<file path="src/rtl/sdram_cmd_scheduler.sv">
// SDRAM command scheduler: arbitrates refresh/write/read after init and issues
// timed ACTIVE/READ/WRITE/PRECHARGE/AUTO REFRESH sequences with data strobes.
module sdram_cmd_scheduler #(
  parameter int BANK_WIDTH   = 2,
  parameter int ROW_WIDTH    = 11,
  parameter int COLUMN_WIDTH = 9,
  parameter int CAS_LATENCY  = 2,
  parameter int BURST_LENGTH = 4,
  parameter int T_RCD        = 2,
  parameter int T_RP         = 2,
  parameter int T_RFC        = 7,
  parameter int T_WR         = 2,
  parameter int TIMER_WIDTH  = 4
) (
  input  logic                                         clk,
  input  logic                                         rst_n,
  input  logic                                         sdram_init_done,
  input  logic                                         sdram_refresh_req,
  output logic                                         sdram_refresh_ack,
  input  logic [BANK_WIDTH+ROW_WIDTH+COLUMN_WIDTH-1:0] sdram_addr,
  input  logic                                         sdram_write_req,
  input  logic                                         sdram_read_req,
  output logic                                         sdram_outside_order_ack,
  output logic                                         sdram_busy,
  output logic                                         sdram_write_data_en,
  output logic                                         sdram_data_valid,
  output logic                                         sdram_data_bus_mode,
  output logic                                         sdram_cs_n,
  output logic                                         sdram_ras_n,
  output logic                                         sdram_cas_n,
  output logic                                         sdram_we_n,
  output logic [BANK_WIDTH-1:0]                        sdram_ba,
  output logic [ROW_WIDTH-1:0]                         sdram_a
);

  localparam int AW = BANK_WIDTH + ROW_WIDTH + COLUMN_WIDTH;

  localparam logic [3:0] CMD_DESEL = 4'b1111;
  localparam logic [3:0] CMD_NOP   = 4'b0111;
  localparam logic [3:0] CMD_ACT   = 4'b0011;
  localparam logic [3:0] CMD_READ  = 4'b0101;
  localparam logic [3:0] CMD_WRITE = 4'b0100;
  localparam logic [3:0] CMD_PRE   = 4'b0010;
  localparam logic [3:0] CMD_AREF  = 4'b0001;

  // Timer reload values; each state counts down to 0 and acts in its last cycle.
  // The state register runs one cycle ahead of the registered command pins.
  localparam logic [TIMER_WIDTH-1:0] TMR_RCD   = TIMER_WIDTH'(T_RCD - 1);
  localparam logic [TIMER_WIDTH-1:0] TMR_RFC   = TIMER_WIDTH'((T_RFC > 1) ? T_RFC - 2 : 0);
  localparam logic [TIMER_WIDTH-1:0] TMR_RP    = TIMER_WIDTH'((T_RP > 1) ? T_RP - 2 : 0);
  localparam logic [TIMER_WIDTH-1:0] TMR_BURST = TIMER_WIDTH'((BURST_LENGTH > 1) ? BURST_LENGTH - 2 : 0);
  localparam logic [TIMER_WIDTH-1:0] TMR_WR    = TIMER_WIDTH'(T_WR);
  localparam logic [TIMER_WIDTH-1:0] TMR_RD    = TIMER_WIDTH'(CAS_LATENCY + BURST_LENGTH - 1);
  localparam logic [TIMER_WIDTH-1:0] TMR_BL    = TIMER_WIDTH'(BURST_LENGTH);

  typedef enum logic [2:0] {
    IDLE,
    REFRESH_WAIT,
    RCD_WAIT,
    WRITE_BURST,
    WR_RECOVER,
    READ_WAIT,
    PRECHARGE_WAIT
  } state_t;

  state_t                  state_q, state_d;
  logic [TIMER_WIDTH-1:0]  timer_q, timer_d;
  logic [3:0]              cmd_q, cmd_d;
  logic [BANK_WIDTH-1:0]   ba_q, ba_d;
  logic [ROW_WIDTH-1:0]    a_q, a_d;
  logic [BANK_WIDTH-1:0]   bank_q, bank_d;
  logic [COLUMN_WIDTH-1:0] col_q, col_d;
  logic                    is_write_q, is_write_d;
  logic                    refresh_ack_q, refresh_ack_d;
  logic                    oo_ack_q, oo_ack_d;
  logic                    busy_q, busy_d;
  logic                    wr_en_q, wr_en_d;
  logic                    valid_q, valid_d;
  logic                    bus_mode_q, bus_mode_d;
  logic                    issue_pre;

  logic [BANK_WIDTH-1:0]   req_bank;
  logic [ROW_WIDTH-1:0]    req_row;
  logic [COLUMN_WIDTH-1:0] req_col;

  assign req_bank = sdram_addr[AW-1 -: BANK_WIDTH];
  assign req_row  = sdram_addr[COLUMN_WIDTH +: ROW_WIDTH];
  assign req_col  = sdram_addr[COLUMN_WIDTH-1:0];

  always_comb begin
    state_d       = state_q;
    timer_d       = timer_q;
    cmd_d         = CMD_NOP;
    ba_d          = ba_q;
    a_d           = a_q;
    bank_d        = bank_q;
    col_d         = col_q;
    is_write_d    = is_write_q;
    refresh_ack_d = 1'b0;
    oo_ack_d      = 1'b0;
    wr_en_d       = 1'b0;
    valid_d       = 1'b0;
    bus_mode_d    = 1'b0;
    issue_pre     = 1'b0;
    busy_d        = (state_q != IDLE) || !sdram_init_done;

    case (state_q)
      IDLE: begin
        // The ack guard stops a still-held refresh request from being taken twice.
        if (sdram_init_done && !refresh_ack_q) begin
          if (sdram_refresh_req) begin
            cmd_d         = CMD_AREF;
            refresh_ack_d = 1'b1;
            timer_d       = TMR_RFC;
            state_d       = (T_RFC > 1) ? REFRESH_WAIT : IDLE;
          end else if (sdram_write_req || sdram_read_req) begin
            cmd_d      = CMD_ACT;
            oo_ack_d   = 1'b1;
            ba_d       = req_bank;
            a_d        = req_row;
            bank_d     = req_bank;
            col_d      = req_col;
            is_write_d = sdram_write_req;
            timer_d    = TMR_RCD;
            state_d    = RCD_WAIT;
          end
        end
      end
      REFRESH_WAIT, PRECHARGE_WAIT: begin
        if (timer_q == '0) state_d = IDLE;
        else               timer_d = timer_q - 1'b1;
      end
      RCD_WAIT: begin
        if (timer_q == '0) begin
          ba_d = bank_q;
          a_d  = '0;
          a_d[COLUMN_WIDTH-1:0] = col_q;
          if (is_write_q) begin
            cmd_d      = CMD_WRITE;
            wr_en_d    = 1'b1;
            bus_mode_d = 1'b1;
            if (BURST_LENGTH > 1) begin
              state_d = WRITE_BURST;
              timer_d = TMR_BURST;
            end else begin
              state_d = WR_RECOVER;
              timer_d = TMR_WR;
            end
          end else begin
            cmd_d   = CMD_READ;
            state_d = READ_WAIT;
            timer_d = TMR_RD;
          end
        end else begin
          timer_d = timer_q - 1'b1;
        end
      end
      WRITE_BURST: begin
        wr_en_d    = 1'b1;
        bus_mode_d = 1'b1;
        if (timer_q == '0) begin
          state_d = WR_RECOVER;
          timer_d = TMR_WR;
        end else begin
          timer_d = timer_q - 1'b1;
        end
      end
      WR_RECOVER: begin
        if (timer_q == '0) issue_pre = 1'b1;
        else               timer_d   = timer_q - 1'b1;
      end
      READ_WAIT: begin
        // Beats land on the pins one cycle after this decision.
        valid_d = (timer_q != '0) && (timer_q <= TMR_BL);
        if (timer_q == '0) issue_pre = 1'b1;
        else               timer_d   = timer_q - 1'b1;
      end
      default: state_d = IDLE;
    endcase

    if (issue_pre) begin
      cmd_d     = CMD_PRE;
      a_d       = '0;
      a_d[10]   = 1'b1;
      timer_d   = TMR_RP;
      state_d   = (T_RP > 1) ? PRECHARGE_WAIT : IDLE;
    end
  end

  always_ff @(posedge clk or negedge rst_n) begin
    if (!rst_n) begin
      state_q       <= IDLE;
      timer_q       <= '0;
      cmd_q         <= CMD_DESEL;
      ba_q          <= '0;
      a_q           <= '0;
      bank_q        <= '0;
      col_q         <= '0;
      is_write_q    <= 1'b0;
      refresh_ack_q <= 1'b0;
      oo_ack_q      <= 1'b0;
      busy_q        <= 1'b1;
      wr_en_q       <= 1'b0;
      valid_q       <= 1'b0;
      bus_mode_q    <= 1'b0;
    end else begin
      state_q       <= state_d;
      timer_q       <= timer_d;
      cmd_q         <= cmd_d;
      ba_q          <= ba_d;
      a_q           <= a_d;
      bank_q        <= bank_d;
      col_q         <= col_d;
      is_write_q    <= is_write_d;
      refresh_ack_q <= refresh_ack_d;
      oo_ack_q      <= oo_ack_d;
      busy_q        <= busy_d;
      wr_en_q       <= wr_en_d;
      valid_q       <= valid_d;
      bus_mode_q    <= bus_mode_d;
    end
  end

  assign {sdram_cs_n, sdram_ras_n, sdram_cas_n, sdram_we_n} = cmd_q;
  assign sdram_ba                = ba_q;
  assign sdram_a                 = a_q;
  assign sdram_refresh_ack       = refresh_ack_q;
  assign sdram_outside_order_ack = oo_ack_q;
  assign sdram_busy              = busy_q;
  assign sdram_write_data_en     = wr_en_q;
  assign sdram_data_valid        = valid_q;
  assign sdram_data_bus_mode     = bus_mode_q;

endmodule

</file>
<file path="config.mk">
export PLATFORM = sky130hd
export DESIGN_NAME = sdram_cmd_scheduler
export DESIGN_NICKNAME = d
export VERILOG_FILES = /design/src/rtl/sdram_cmd_scheduler.sv
export SDC_FILE = /design/constraint.sdc
export NUM_CORES = 1
export LEC_CHECK = 0
export CAP_MARGIN = 20
export CELL_PAD_IN_SITES_DETAIL_PLACEMENT = 1
export CELL_PAD_IN_SITES_GLOBAL_PLACEMENT = 2
export CORE_UTILIZATION = 29
export CTS_CLUSTER_DIAMETER = 100
export DETAILED_ROUTE_END_ITERATION = 7
export GPL_TIMING_DRIVEN = 0
export PLACE_DENSITY = 0.81
export SLEW_MARGIN = 20
export SYNTH_ARGS = -nofsm -noshare
export SYNTH_HDL_FRONTEND = slang
export SYNTH_SLANG_ARGS = --single-unit
</file>
<file path="constraint.sdc">
create_clock -name clk -period 2.7 [get_ports clk]
set_input_delay 0.54 -clock clk [delete_from_list [all_inputs] [get_ports clk]]
set_output_delay 0.54 -clock clk [all_outputs]
set_load 0.05 [all_outputs]
</file>
==> impl_metrics.py <==
metrics = {
    "status": {
        "status": "finished, final reports clean",
    },
    "finish": {
        "antenna_cells": 0,
        "fill_cells": 815,
        "stdcell_count": 377,
        "num-nets-final": 310,
        "drive_above_1_share": 0.107,
        "area_growth_pct": 37.9,
    },
    "grt": {
        "grt_overflow": 0,
        "grt_pass1_vias": 1813,
        "grt_max_degree": 23,
        "grtUsageTotal": 0.165,
        "grt_pass1_wl_mm": 9.38,
        "antenna_found_initial": 0,
    },
    "worst_setup_path": {
        "cp_num_cells": 7,
        "crit_chain": "inv_1 > ha_1 > or3b_1 > buf_2 > nor2_4 > buf_1 > o31ai_1",
        "crit_fanout": 10,
        "critPathKind": "reg -> reg",
        "cp-end-kind": "register",
        "cpPeakStageDelay_ns": 0.49,
        "required_ns": 2.86,
        "cp_top_family": "buffers and inverters",
        "rr_worst_depth": 7,
        "start_kind": "register",
        "cp_slowest_cell": "buf_1",
        "crit_buf_inv": 3,
        "cp.arrival_ns": 2.53,
    },
    "placed_design": {
        "port_buffers": 50,
        "gp_congestion": 0.801,
        "pre_cts_ws_ns": 0.0832,
        "dp.cells": 369,
        "dp_hpwl_mm": 4.41,
    },
    "drt": {
        "highest_layer": "met4",
        "via_per_inst": 4.92,
        "drc_errors": 0,
        "drtIter0Drc": 115,
        "drt-met1-wl_mm": 2.78,
        "firstDrtPassIters": 4,
        "vias": 1854,
        "wl_per_cell_um": 15.8,
        "postRouteAntennaNets": 0,
        "wl_met2_mm": 2.88,
        "finalWirelength_mm": 5.95,
        "routed-wl-met3_um": 206,
    },
    "clock_tree": {
        "cts_root_buffer": "clkbuf_8",
        "h-tree-depth": 2,
        "cts_sinks": 41,
        "clock_latency_ns": 0.30,
        "path_clk_slew_ns": 0.09,
        "cts_resized": 0,
        "cts_made_buffers": 5,
        "cts_tree": "built",
        "clockBufferDepth": 2,
        "post_cts_buffers": 0,
        "cts_hold_buf": 0,
    },
    "synth": {
        "synth_flop_cell": "dfrtp_1",
        "ys_types": 45,
        "ys_warn_count": 0,
        "synth_nets": 252,
        "synth.cell_area_sq_mm": 0.00206,
        "synth_edf_count": 0,
        "syn_inst": 222,
        "yosysSeqAreaShare": 0.501,
        "syn_avg_cell_area_sq_um": 9.29,
        "async_flop_share": 1.00,
        "ys_ff_latch": 41,
    },
    "power_and_ir_drop": {
        "p_leak_nw": 1.23,
        "total_power_mw": 3.63,
        "p_per_area_mw_per_mm2": 1280,
        "ir_drop_mv": 0.304,
    },
    "sta": {
        "fin_crit_sh": 0.877,
        "fin_tns_setup_ns": 0,
        "max_freq_mhz": 422,
        "finClkSkew_ns": 0.00745,
        "fin_crit_ns": 2.37,
        "slew_violations": 0,
        "setup_viol": 0,
        "rsz0062_at_grt": "false",
        "finalHoldViolCount": 0,
        "fin_ws_ns": 0.333,
        "max_slew_margin": 0.571,
        "worst_slew_pin_slew_ns": 0.637,
        "hold-worst-slack_ns": 0.201,
    },
    "floorplanning": {
        "fp.coreArea_sq_mm": 0.00683,
        "dieHeight_um": 86.3,
        "die_w_um": 86.3,
        "dieArea_sq_mm": 0.00745,
        "rows": 30,
        "io_pins": 51,
        "initial_core_util": 0.302,
    },
    "worst_hold_path": {
        "min_path_type": "in -> async",
    },
    "run": {
        "cap_violations": 0,
    },
}
-- path summary, 6_finish.rpt --
check                                          to                   start  slack [ns]
max                        sdram_a[1]$_DFFE_PN0P_  timer_q[0]$_DFFE_PN0P_        0.33
min in group clk           sdram_a[9]$_DFFE_PN0P_  sdram_a[9]$_DFFE_PN0P_        0.48
min reg2reg                sdram_a[9]$_DFFE_PN0P_  sdram_a[9]$_DFFE_PN0P_        0.48
min                        sdram_a[6]$_DFFE_PN0P_                   rst_n        0.20
max reg2reg                sdram_a[1]$_DFFE_PN0P_  timer_q[0]$_DFFE_PN0P_        0.33
max in group asynchronous      cmd_q[2]$_DFF_PN1_                   rst_n        1.94
-- area by class of cell --
type | count | area (sq um) | share of cell area
Buffer | 15 | 77.6 | 0.0273
Clock buffer | 5 | 68.8 | 0.0242
Clock inverter | 3 | 68.8 | 0.0242
Inverter | 6 | 22.5 | 0.00792
Multi-Input combinational cell | 160 | 930 | 0.327
Sequential cell | 41 | 1030 | 0.363
Tap cell | 96 | 120 | 0.0423
Timing Repair Buffer | 51 | 523 | 0.184
-- metal layers --
| metal | vias up | track usage |
|---|---|---|
| met5 | - | 0 |
| met4 | 0 | 0.0515 |
| met3 | 6 | 0.0286 |
| met2 | 37 | 0.267 |
| met1 | 922 | 0.226 |
| li1 | 889 | - |
-- placed cells by master (no fill, tap or decap), drive strengths merged, types with 8 or more instances in the layout --
cell and n:
nand2 54, buf 11, mux2i 11, clkdlybuf4s50 49
a21oi 18, o21ai 8, clkbuf 11, nor2 14
dfrtp 36, o31ai 11
-- registers in the layout, indices dropped and copies added (netlist names), 2 cells and up --
signal / cells
bank_q: 2
cmd_q: 4
col_q: 9
sdram_a: 11
sdram_ba: 2
state_q: 3
timer_q: 4
-- stage by stage --
stage / area [sq um] / utilization
6_report: 2840 / 0.416
5_1_grt: 2840 / 0.416
4_1_cts: 2840 / 0.416
3_5_place_dp: 2710 / 0.396
3_3_place_gp: 2680 / 0.393
2_1_floorplan: 2060 / -
-- logic make-up (layout without fill, tap and decap cells) --
family,after synthesis,in the layout,share of synthesized area
and+or+nand+nor,90,90,0.200
AOI/OAI and AO/OA,54,54,0.174
DFF,41,41,0.501
buffers and inverters,21,80,0.0485
muxes,12,12,0.0589
adders and majority gates,2,2,0.0121
other,1,1,0.00182
xor gates and xnor gates,1,1,0.00425
-- power breakdown --
group          internal (mW)  leakage, nW  total, mW  switching (mW)
Combinational          0.726        0.659       1.97            1.24
Clock                  0.372       0.0687      0.609           0.236
Sequential             0.879        0.507       1.05           0.173
Total                   1.98         1.23       3.63            1.65
-- cells in the mapped netlist (2+ instances only) --
master | count | area share
o22ai_1 | 2 | 0.0061
nand3_1 | 3 | 0.0073
nor3_1 | 6 | 0.015
buf_4 | 2 | 0.0073
mux2i_1 | 11 | 0.053
nor2_1 | 12 | 0.022
a31oi_1 | 4 | 0.012
nand2b_1 | 2 | 0.0061
buf_2 | 5 | 0.012
o31ai_1 | 11 | 0.040
a221oi_1 | 2 | 0.0085
and2_1 | 2 | 0.0061
o21ai_0 | 8 | 0.019
a22o_1 | 2 | 0.0085
dfrtp_1 | 36 | 0.44
inv_1 | 5 | 0.0091
dfstp_2 | 5 | 0.064
clkbuf_1 | 6 | 0.011
ha_1 | 2 | 0.012
o221ai_1 | 2 | 0.0085
a21oi_1 | 17 | 0.041
nand2_1 | 54 | 0.098
Note: power is estimated with default switching activity, not from simulation.
